--- config.mk ---
export PLATFORM = sky130hd
export DESIGN_NAME = acc_kernel_launcher
export DESIGN_NICKNAME = d
export VERILOG_FILES = /design/src/rtl/acc_kernel_launcher.sv
export SDC_FILE = /design/constraint.sdc
export NUM_CORES = 1
export LEC_CHECK = 0
export ABC_AREA = 1
export CELL_PAD_IN_SITES_DETAIL_PLACEMENT = 0
export CELL_PAD_IN_SITES_GLOBAL_PLACEMENT = 1
export CORE_ASPECT_RATIO = 1.1
export CORE_MARGIN = 2
export CORE_UTILIZATION = 35
export DETAILED_ROUTE_END_ITERATION = 10
export PLACE_DENSITY_LB_ADDON = 0.1
export REMOVE_ABC_BUFFERS = 1
export SYNTH_ARGS = -nofsm -noshare
export SYNTH_HDL_FRONTEND = slang
export SYNTH_SLANG_ARGS = --single-unit
--- constraint.sdc ---
create_clock -name clk -period 4.1 [get_ports clk]
set_clock_uncertainty 0.2 [all_clocks]
set_input_delay 0.82 -clock clk [delete_from_list [all_inputs] [get_ports clk]]
set_output_delay 0.82 -clock clk [all_outputs]
set_load 0.1 [all_outputs]
--- src/rtl/acc_kernel_launcher.sv ---
// acc_kernel_launcher: ap_ctrl_chain initiator that runs a batch of kernel launches with bounded outstanding runs; optional watchdog via ACC_LAUNCHER_WDT_EN
module acc_kernel_launcher #(
  parameter int CNT_W      = 16,
  parameter int MAX_OUT    = 2,
  parameter int WDT_CYCLES = 65535
) (
  input  logic             clk,
  input  logic             rst_n,
  input  logic             cmd_start,
  input  logic [CNT_W-1:0] cmd_num_runs,
  output logic             cmd_busy,
  output logic             cmd_done,
  output logic             cmd_err,
  output logic [CNT_W-1:0] runs_done,
  output logic             ap_start,
  output logic             ap_continue,
  input  logic             ap_ready,
  input  logic             ap_done,
  input  logic             ap_idle
);
  typedef enum logic [1:0] {IDLE, ISSUE, DRAIN, DONE} state_t;
  state_t r_state, w_next;
  logic [CNT_W-1:0] r_num, r_issued, r_completed, w_out;
  logic r_err, w_run, w_acc, w_cmp, w_spur, w_launch, w_wdt_hit, w_unused;
  assign w_unused    = ap_idle;
  assign w_run       = r_state == ISSUE || r_state == DRAIN;
  assign w_out       = r_issued - r_completed;
  assign ap_start    = r_state == ISSUE && r_issued < r_num && w_out < CNT_W'(MAX_OUT);
  assign ap_continue = ap_done && w_run && r_issued != r_completed;
  assign w_acc       = ap_start && ap_ready;
  assign w_cmp       = ap_continue;
  assign w_spur      = ap_done && !ap_continue && r_state != IDLE;
  assign w_launch    = r_state == IDLE && cmd_start;
  assign cmd_busy    = r_state != IDLE;
  assign cmd_done    = r_state == DONE;
  assign cmd_err     = r_err;
  assign runs_done   = r_completed;
`ifdef ACC_LAUNCHER_WDT_EN
  localparam int WDT_W = $clog2(WDT_CYCLES + 1);
  logic [WDT_W-1:0] r_wdt;
  logic w_stall;
  assign w_stall   = w_run && !w_acc && !w_cmp;
  assign w_wdt_hit = w_stall && r_wdt == WDT_W'(WDT_CYCLES - 1);
  // Watchdog counts consecutive cycles without kernel progress while a batch runs
  always_ff @(posedge clk or negedge rst_n)
    if (!rst_n) r_wdt <= '0;
    else        r_wdt <= w_stall ? r_wdt + 1'b1 : '0;
`else
  localparam int unused_wdt = WDT_CYCLES;
  assign w_wdt_hit = 1'b0;
`endif
  // State register
  always_ff @(posedge clk or negedge rst_n)
    if (!rst_n) r_state <= IDLE;
    else        r_state <= w_next;
  // Next state: launch, issue until all accepted, drain until all done, one-cycle done
  always_comb begin
    w_next = r_state;
    unique case (r_state)
      IDLE:    if (cmd_start) w_next = cmd_num_runs == '0 ? DONE : ISSUE;
      ISSUE:   if (r_issued == r_num) w_next = DRAIN;
      DRAIN:   if (r_completed == r_num) w_next = DONE;
      default: w_next = IDLE;
    endcase
    if (w_wdt_hit) w_next = DONE;
  end
  // Batch counters and sticky error; a launch reloads everything
  always_ff @(posedge clk or negedge rst_n)
    if (!rst_n) begin
      r_num       <= '0;
      r_issued    <= '0;
      r_completed <= '0;
      r_err       <= 1'b0;
    end else if (w_launch) begin
      r_num       <= cmd_num_runs;
      r_issued    <= '0;
      r_completed <= '0;
      r_err       <= 1'b0;
    end else begin
      r_issued    <= r_issued + CNT_W'(w_acc);
      r_completed <= r_completed + CNT_W'(w_cmp);
      if (w_spur || w_wdt_hit) r_err <= 1'b1;
    end
endmodule

==> results of run 1 <==
-- power by group --
part	internal (mW)	switching, mW	total [mW]
combinational	0.425	0.826	1.25
sequential	0.608	0.0816	0.689
clock	0.304	0.194	0.498
total	1.34	1.10	2.44
-- timing repair --
action                                  in CTS  in global routing
endpoints found under the setup margin       0                  3
gates resized for setup                      0                 11
buffers inserted                             0                  4
-- worst min path at each step --
stage                     from          to  slack (ns)
floorplan           r_state[1]  r_state[1]        0.29
global placement       cmd_err     cmd_err        0.28
detailed placement     cmd_err     cmd_err        0.29
CTS                    cmd_err     cmd_err        0.31
global route           cmd_err     cmd_err        0.33
finish                 cmd_err     cmd_err        0.30
-- worst max-delay path, cell delays in order (launching register included) --
cell and delay [ns]:
dfrtp_1 0.48, inv_1 0.14, ha_1 0.40, nand2_1 0.12, inv_1 0.08, nand2_1 0.07
nor2_1 0.16, nand3_1 0.20, o21ai_0 0.37, nor2_1 0.11, ha_1 0.24, ha_1 0.20
nand2_1 0.08, inv_2 0.04, nand2_1 0.10, nor2_2 0.06, inv_2 0.07, nor3_4 0.05
nand3_2 0.08, clkinv_1 0.12, nand2_1 0.12, o21ai_1 0.06, a21oi_1 0.14
-- cells in the final DEF (no fill, tap or decap), drive strengths merged, types with 2 or more instances in the layout --
cell type      Yosys  layout
o21a               3       3
nor3b              2       2
nand3b             4       4
nand4             10      10
nand3             28      28
ha                39      39
nor3              16      16
o21ai             30      30
a21oi             38      38
nor4               2       2
clkbuf             6       6
buf                0      14
nor2              55      55
xnor2              4       4
inv              108     108
dfrtp             51      51
xor2               7       7
clkdlybuf4s50      0      37
clkinv             3       4
nand2            180     180
bufinv             1       2
and2               3       3
a211oi             2       2
-- cell families after synthesis --
logic type | after synthesis
AO/OA/AOI/OAI | 75
XOR/XNOR | 11
adder cells (fa/ha/maj) | 40
buffers and inverters | 118
flip-flops | 51
AND/OR/NAND/NOR | 302
-- metal layers --
| layer | up-vias | wire length [um] | share of wire [%] |
|---|---|---|---|
| met3 | 12 | 283 | 2.5 |
| met2 | 44 | 5382 | 48 |
| li1 | 1996 | - | - |
| met4 | 0 | 170 | 1.5 |
| met5 | - | 0 | 0 |
| met1 | 1754 | 5374 | 48 |
-- metrics by stage --
step | cells | cell area [sq um]
global route | 800 | 4943
finish | 801 | 4946
global placement | 788 | 4705
floorplan | 591 | 4061
CTS | 796 | 4878
detailed placement | 788 | 4705
-- flip-flops by register name, summed over array words and instances (netlist names) --
name,count
cmd_err,1
r_issued,16
r_num,16
r_state,2
runs_done,16
-- area by class of cell --
type | instances | area share [%]
flip-flops and latches | 51 | 25.88
multi-input cells | 428 | 48.17
diodes | 1 | 0.05059
repair buffers | 51 | 9.815
clock buffers | 6 | 2.808
inverters | 112 | 8.778
well taps | 150 | 3.795
clock inverters | 2 | 0.7083
==> flow_metrics.env, run 1 <==
export IMPL_run_status="completed"
export IMPL_post_dp_hpwl_um=9045
export IMPL_synth_most_common_cell="nand2_1"
export IMPL_number_of_slew_limit_violations_in_the_final_report=0
export IMPL_synth_avg_cell_area_sq_um=6.843
export IMPL_met1_usage_pct=25.05
export IMPL_rr_endpoint="runs_done[12]"
export IMPL_postLayoutSetupSlackWorst_ns=0.3457
export IMPL_minimum_period_implied_by_the_final_worst_setup_slack_ns=3.754
export IMPL_final_core_utilization_pct=43.24
export IMPL_port_buffers=41
export IMPL_worstSkewPairLatency_ns=0.30
export IMPL_rsz_0062_raised_after_global_routing="no"
export IMPL_reg2regPathDepth=22
export IMPL_cap_violations=0
export IMPL_cts_hold_fix_buffers=0
export IMPL_worstHoldPathCells=1
export IMPL_startpoint_of_the_worst_register_to_register_path="runs_done[7]"
export IMPL_synth_adder_area_share_pct=12.43
export IMPL_synth_cell_type_count=39
export IMPL_globalRouteTotalUtil_pct=18.84
export IMPL_crit_path_start="runs_done[7]"
export IMPL_synth_area_mux_share_pct=0
export IMPL_timing_slew_headroom_pct=34.58
export IMPL_static_leakage_nw=2.628
export IMPL_design_die_area_sq_mm=0.01255
export IMPL_routedWlPerCell_um=14.00
export IMPL_min_path_type="flip-flop to flip-flop"
export IMPL_grt_antenna_before_repair=1
export IMPL_synth_area_top_cells="dfrtp_1, nand2_1, ha_1, inv_1, a21oi_1"
export IMPL_tritoncts_clock_tree="built"
export IMPL_cts_sinks=51
export IMPL_first_global_vias=3832
export IMPL_drc=0
export IMPL_post_route_cells_drive_above_1_share_pct=8.923
export IMPL_worst_ep_arrival_time_ns=3.78
export IMPL_syn_to_final_growth_pct=21.07
export IMPL_post_synthesis_share_of_cell_area_spent_on_and_or_nand_and_nor_gates_pct=33.02
export IMPL_netlist_top_cell_by_area="dfrtp_1"
export IMPL_fin_tns_setup_ns=0
export IMPL_startpoint_type="flip-flop"
export IMPL_grt_overflow=0
export IMPL_drt_pass1_iterations=4
export IMPL_crit_path_end_kind="flip-flop"
export IMPL_gp_congestion=0.7939
export IMPL_detail_route_wirelength_um=11210
export IMPL_yosysTopAreaCellShare_pct=31.24
export IMPL_ys_dominant_reg_cell="dfrtp_1"
export IMPL_synth_edf_count=0
export IMPL_grt_max_degree=41
export IMPL_setup_viol=0
export IMPL_globalRoute_busiestLayer="met2"
export IMPL_chipHeight_um=117.3
export IMPL_synth_async_reset_ratio_pct=100.0
export IMPL_setup_reg_to_reg_worst_slack_ns=0.35
export IMPL_drt_iter0_drc=128
export IMPL_synth_xor_area_share_pct=2.358
export IMPL_grt_pass1_wl_um=18460
export IMPL_worst_slew_pin_slew_ns=0.9782
export IMPL_synth_top_family_by_area="simple AND/OR/NAND/NOR gates"
export IMPL_ios=43
export IMPL_register_area_sq_mm=0.001280
export IMPL_post_synthesis_sequential_element_count=51
export IMPL_grtUsageMet3_pct=2.335
export IMPL_multi_input_area_sq_mm=0.002382
export IMPL_post_drt_via_cell_ratio=4.752
export IMPL_worst_ep_required_time_ns=4.12
export IMPL_hold_viol=0
export IMPL_cell_area_synth_sq_mm=0.004085
export IMPL_number_of_nets_in_the_layout=711
export IMPL_timing_hold_ws_ns=0.3025
export IMPL_start_util_pct=35.71
export IMPL_yosys_top_cells_count="nand2_1, inv_1, dfrtp_1"
export IMPL_die_width_um=107.0
export IMPL_n_fill_cell=1216
export IMPL_place_worst_setup_slack_ns=0.2410
export IMPL_placeableCoreArea_sq_mm=0.01144
export IMPL_synth_compound_gate_area_share_pct=9.740
export IMPL_syn_instance_count=597
export IMPL_max_clock_path_buffers=2
export IMPL_clk_transition_reported_paths_ns=0.07
export IMPL_final_antenna_net_count=0
export IMPL_worst_setup_path_endpoint="runs_done[12]"
export IMPL_std_cell_rows=41
export IMPL_cp_max_fo=6
export IMPL_clock_fmax_ghz=0.2664
export IMPL_pwr_density_cell_mw_per_mm2=492.9
export IMPL_cts_root_buf="clkbuf_16"
export IMPL_syn_warnings=0
export IMPL_cts_htree_levels=2
export IMPL_criticalPathCategory="flip-flop to flip-flop"
export IMPL_fin_total_pwr_mw=2.438
export IMPL_synth_seq_area_share_pct=31.24
export IMPL_numCtsBuffers=5
export IMPL_grt_met2_usage_pct=31.89
export IMPL_min_period_over_period_pct=91.57
export IMPL_power_ir_vdd_worst_mv=0.5186
export IMPL_route_vias_total=3806
Note: power is estimated with default switching activity, not from simulation.
==> inputs of run 2 (changes only) <==
- CTS_BUF_LIST: unset -> sky130_fd_sc_hd__clkbuf_2 sky130_fd_sc_hd__clkbuf_4 sky130_fd_sc_hd__clkbuf_8
==> flow_metrics.env, run 2 (synthesis results as in run 1) <==
export IMPL_static_leakage_nw=2.601
export IMPL_drt_iter0_drc=118
export IMPL_worst_slew_pin_slew_ns=0.9868
export IMPL_placeableCoreArea_sq_mm=0.01144
export IMPL_startpoint_of_the_worst_register_to_register_path="runs_done[0]"
export IMPL_pwr_density_cell_mw_per_mm2=475.3
export IMPL_clock_fmax_ghz=0.2676
export IMPL_hold_viol=0
export IMPL_start_util_pct=35.71
export IMPL_first_global_vias=3815
export IMPL_fin_total_pwr_mw=2.324
export IMPL_timing_slew_headroom_pct=34.21
export IMPL_layout_cells_most_common="nand2_1"
export IMPL_p_int_mw=1.229
export IMPL_netSwitchingPower_mw=1.094
export IMPL_min_period_over_period_pct=91.13
export IMPL_cts_htree_levels=2
export IMPL_rsz_0062_raised_after_global_routing="no"
export IMPL_worst_setup_path_endpoint="r_issued[15]"
export IMPL_final_design_area_no_fill_sq_mm=0.004888
export IMPL_cp_max_fo=5
export IMPL_std_cell_rows=41
export IMPL_post_drt_via_cell_ratio=4.752
export IMPL_post_route_cells_drive_above_1_share_pct=8.923
export IMPL_detail_route_wirelength_um=11280
export IMPL_min_path_type="flip-flop to flip-flop"
export IMPL_place_worst_setup_slack_ns=0.2410
export IMPL_cap_violations=0
export IMPL_numCtsBuffers=5
export IMPL_run_status="completed"
export IMPL_minimum_period_implied_by_the_final_worst_setup_slack_ns=3.736
export IMPL_startpoint_type="flip-flop"
export IMPL_criticalPathCategory="flip-flop to flip-flop"
export IMPL_post_dp_hpwl_um=9045
export IMPL_clk_transition_reported_paths_ns=0.10
export IMPL_multi_input_area_sq_mm=0.002380
export IMPL_gp_congestion=0.7939
export IMPL_route_vias_total=3806
export IMPL_worstSkewPairLatency_ns=0.32
export IMPL_cts_sinks=51
export IMPL_power_frac_comb_pct=53.9
export IMPL_p_clk_share_pct=16.5
export IMPL_chipHeight_um=117.3
export IMPL_crit_path_start="runs_done[0]"
export IMPL_placed_area_sq_mm=0.004705
export IMPL_drt_pass1_iterations=4
export IMPL_number_of_nets_in_the_layout=711
export IMPL_syn_to_final_growth_pct=19.66
export IMPL_routedWlPerCell_um=14.08
export IMPL_final_antenna_net_count=0
export IMPL_setup_viol=0
export IMPL_grt_max_degree=41
export IMPL_worst_ep_required_time_ns=4.16
export IMPL_postLayoutSetupSlackWorst_ns=0.3637
export IMPL_grt_antenna_before_repair=1
export IMPL_cts_root_buf="clkbuf_8"
export IMPL_power_switching_fraction_pct=47.09
export IMPL_worst_ep_arrival_time_ns=3.80
export IMPL_globalRouteTotalUtil_pct=18.82
export IMPL_final_core_utilization_pct=42.73
export IMPL_register_area_sq_mm=0.001281
export IMPL_grt_overflow=0
export IMPL_die_width_um=107.0
export IMPL_timing_hold_ws_ns=0.3095
export IMPL_rr_endpoint="r_issued[15]"
export IMPL_power_ir_vdd_worst_mv=0.5182
export IMPL_tritoncts_clock_tree="built"
export IMPL_port_buffers=41
export IMPL_number_of_slew_limit_violations_in_the_final_report=0
export IMPL_n_fill_cell=1222
export IMPL_cts_hold_fix_buffers=0
export IMPL_final_cell_mix="nand2_1, inv_1, nor2_1, dfrtp_1"
export IMPL_drc=0
export IMPL_max_clock_path_buffers=2
export IMPL_crit_path_end_kind="flip-flop"
export IMPL_share_seq_of_total_power_pct=29.7
export IMPL_grt_pass1_wl_um=18460
export IMPL_design_die_area_sq_mm=0.01255
export IMPL_reg2regPathDepth=22
export IMPL_ios=43
export IMPL_setup_reg_to_reg_worst_slack_ns=0.36
run 2: cell types whose count changed in the layout (fill, tap and decap cells not counted):
cell	previous run	this run
clkbuf_16	5	0
clkbuf_8	1	6
ha_2	2	1
ha_1	37	38
dfrtp_2	3	4
dfrtp_1	48	47
run 2: worst min path at each step:
stage | slack, ns | to | from | cells after the start
global placement | 0.28 | cmd_err | cmd_err | 1
detailed placement | 0.29 | cmd_err | cmd_err | 1
floorplan | 0.29 | r_state[1] | r_state[1] | 2
CTS | 0.32 | cmd_err | cmd_err | 1
global route | 0.33 | cmd_err | cmd_err | 1
finish | 0.31 | cmd_err | cmd_err | 1
run 2: stage by stage:
stage,TNS (ns),std cells
after CTS,0,796
after global routing,0,800
after floorplan,-11.96,591
final,0,801
after detailed placement,0,788
after global placement,0,788
run 2: area by class of cell:
cell class	instances	share of cell area [%]
antenna	1	0.05119
clock buffer	6	1.689
clock inverter	2	0.7167
inverter	112	8.881
multi-input combinational	428	48.68
sequential	51	26.21
tap	150	3.839
timing repair buffer	51	9.931
run 2: what timing repair did:
| action | CTS | global route |
|---|---|---|
| resized for setup | 0 | 11 |
| endpoints found under the setup margin | 0 | 3 |
| setup buffers | 0 | 4 |
run 2: metal layers:
metal	global-route usage (%)	routed length, um	vias to the layer above
met5	0	0	-
met4	5.438	176	0
met3	2.501	280	10
met2	31.81	5383	47
met1	24.98	5439	1759
li1	-	-	1990
run 2: critical path, cell delays in order, from the launching register on:
cell and delay [ns]:
dfrtp_2 0.46, ha_1 0.20, inv_1 0.08, fa_2 0.44, nor2_1 0.11, nand2_1 0.05
nor2_1 0.08, nand3_1 0.10, nor2_1 0.11, nand2_1 0.06, nor2_1 0.09, nand3_1 0.08
nor2_1 0.08, nand2_1 0.11, nor2_2 0.16, ha_2 0.23, nand3_4 0.11, nor2_4 0.20
nand2_2 0.11, nor3_4 0.23, nand3_2 0.11, a21oi_1 0.13, o21a_1 0.12
run 2: power by group through the flow:
stage          sequential, mW  clock [mW]  combinational, mW
3_5_place_dp            0.699           0               1.23
4_1_cts                 0.689       0.395               1.24
2_1_floorplan           0.759           0              0.833
6_report                0.689       0.383               1.25
5_1_grt                 0.703       0.411               1.43
3_3_place_gp            0.695           0               1.22
==> inputs of run 3 (changes only) <==
- SKIP_CTS_REPAIR_TIMING: unset -> 1
==> results of run 3 <==
Final layout, timing and power as in run 2 (identical DEF).
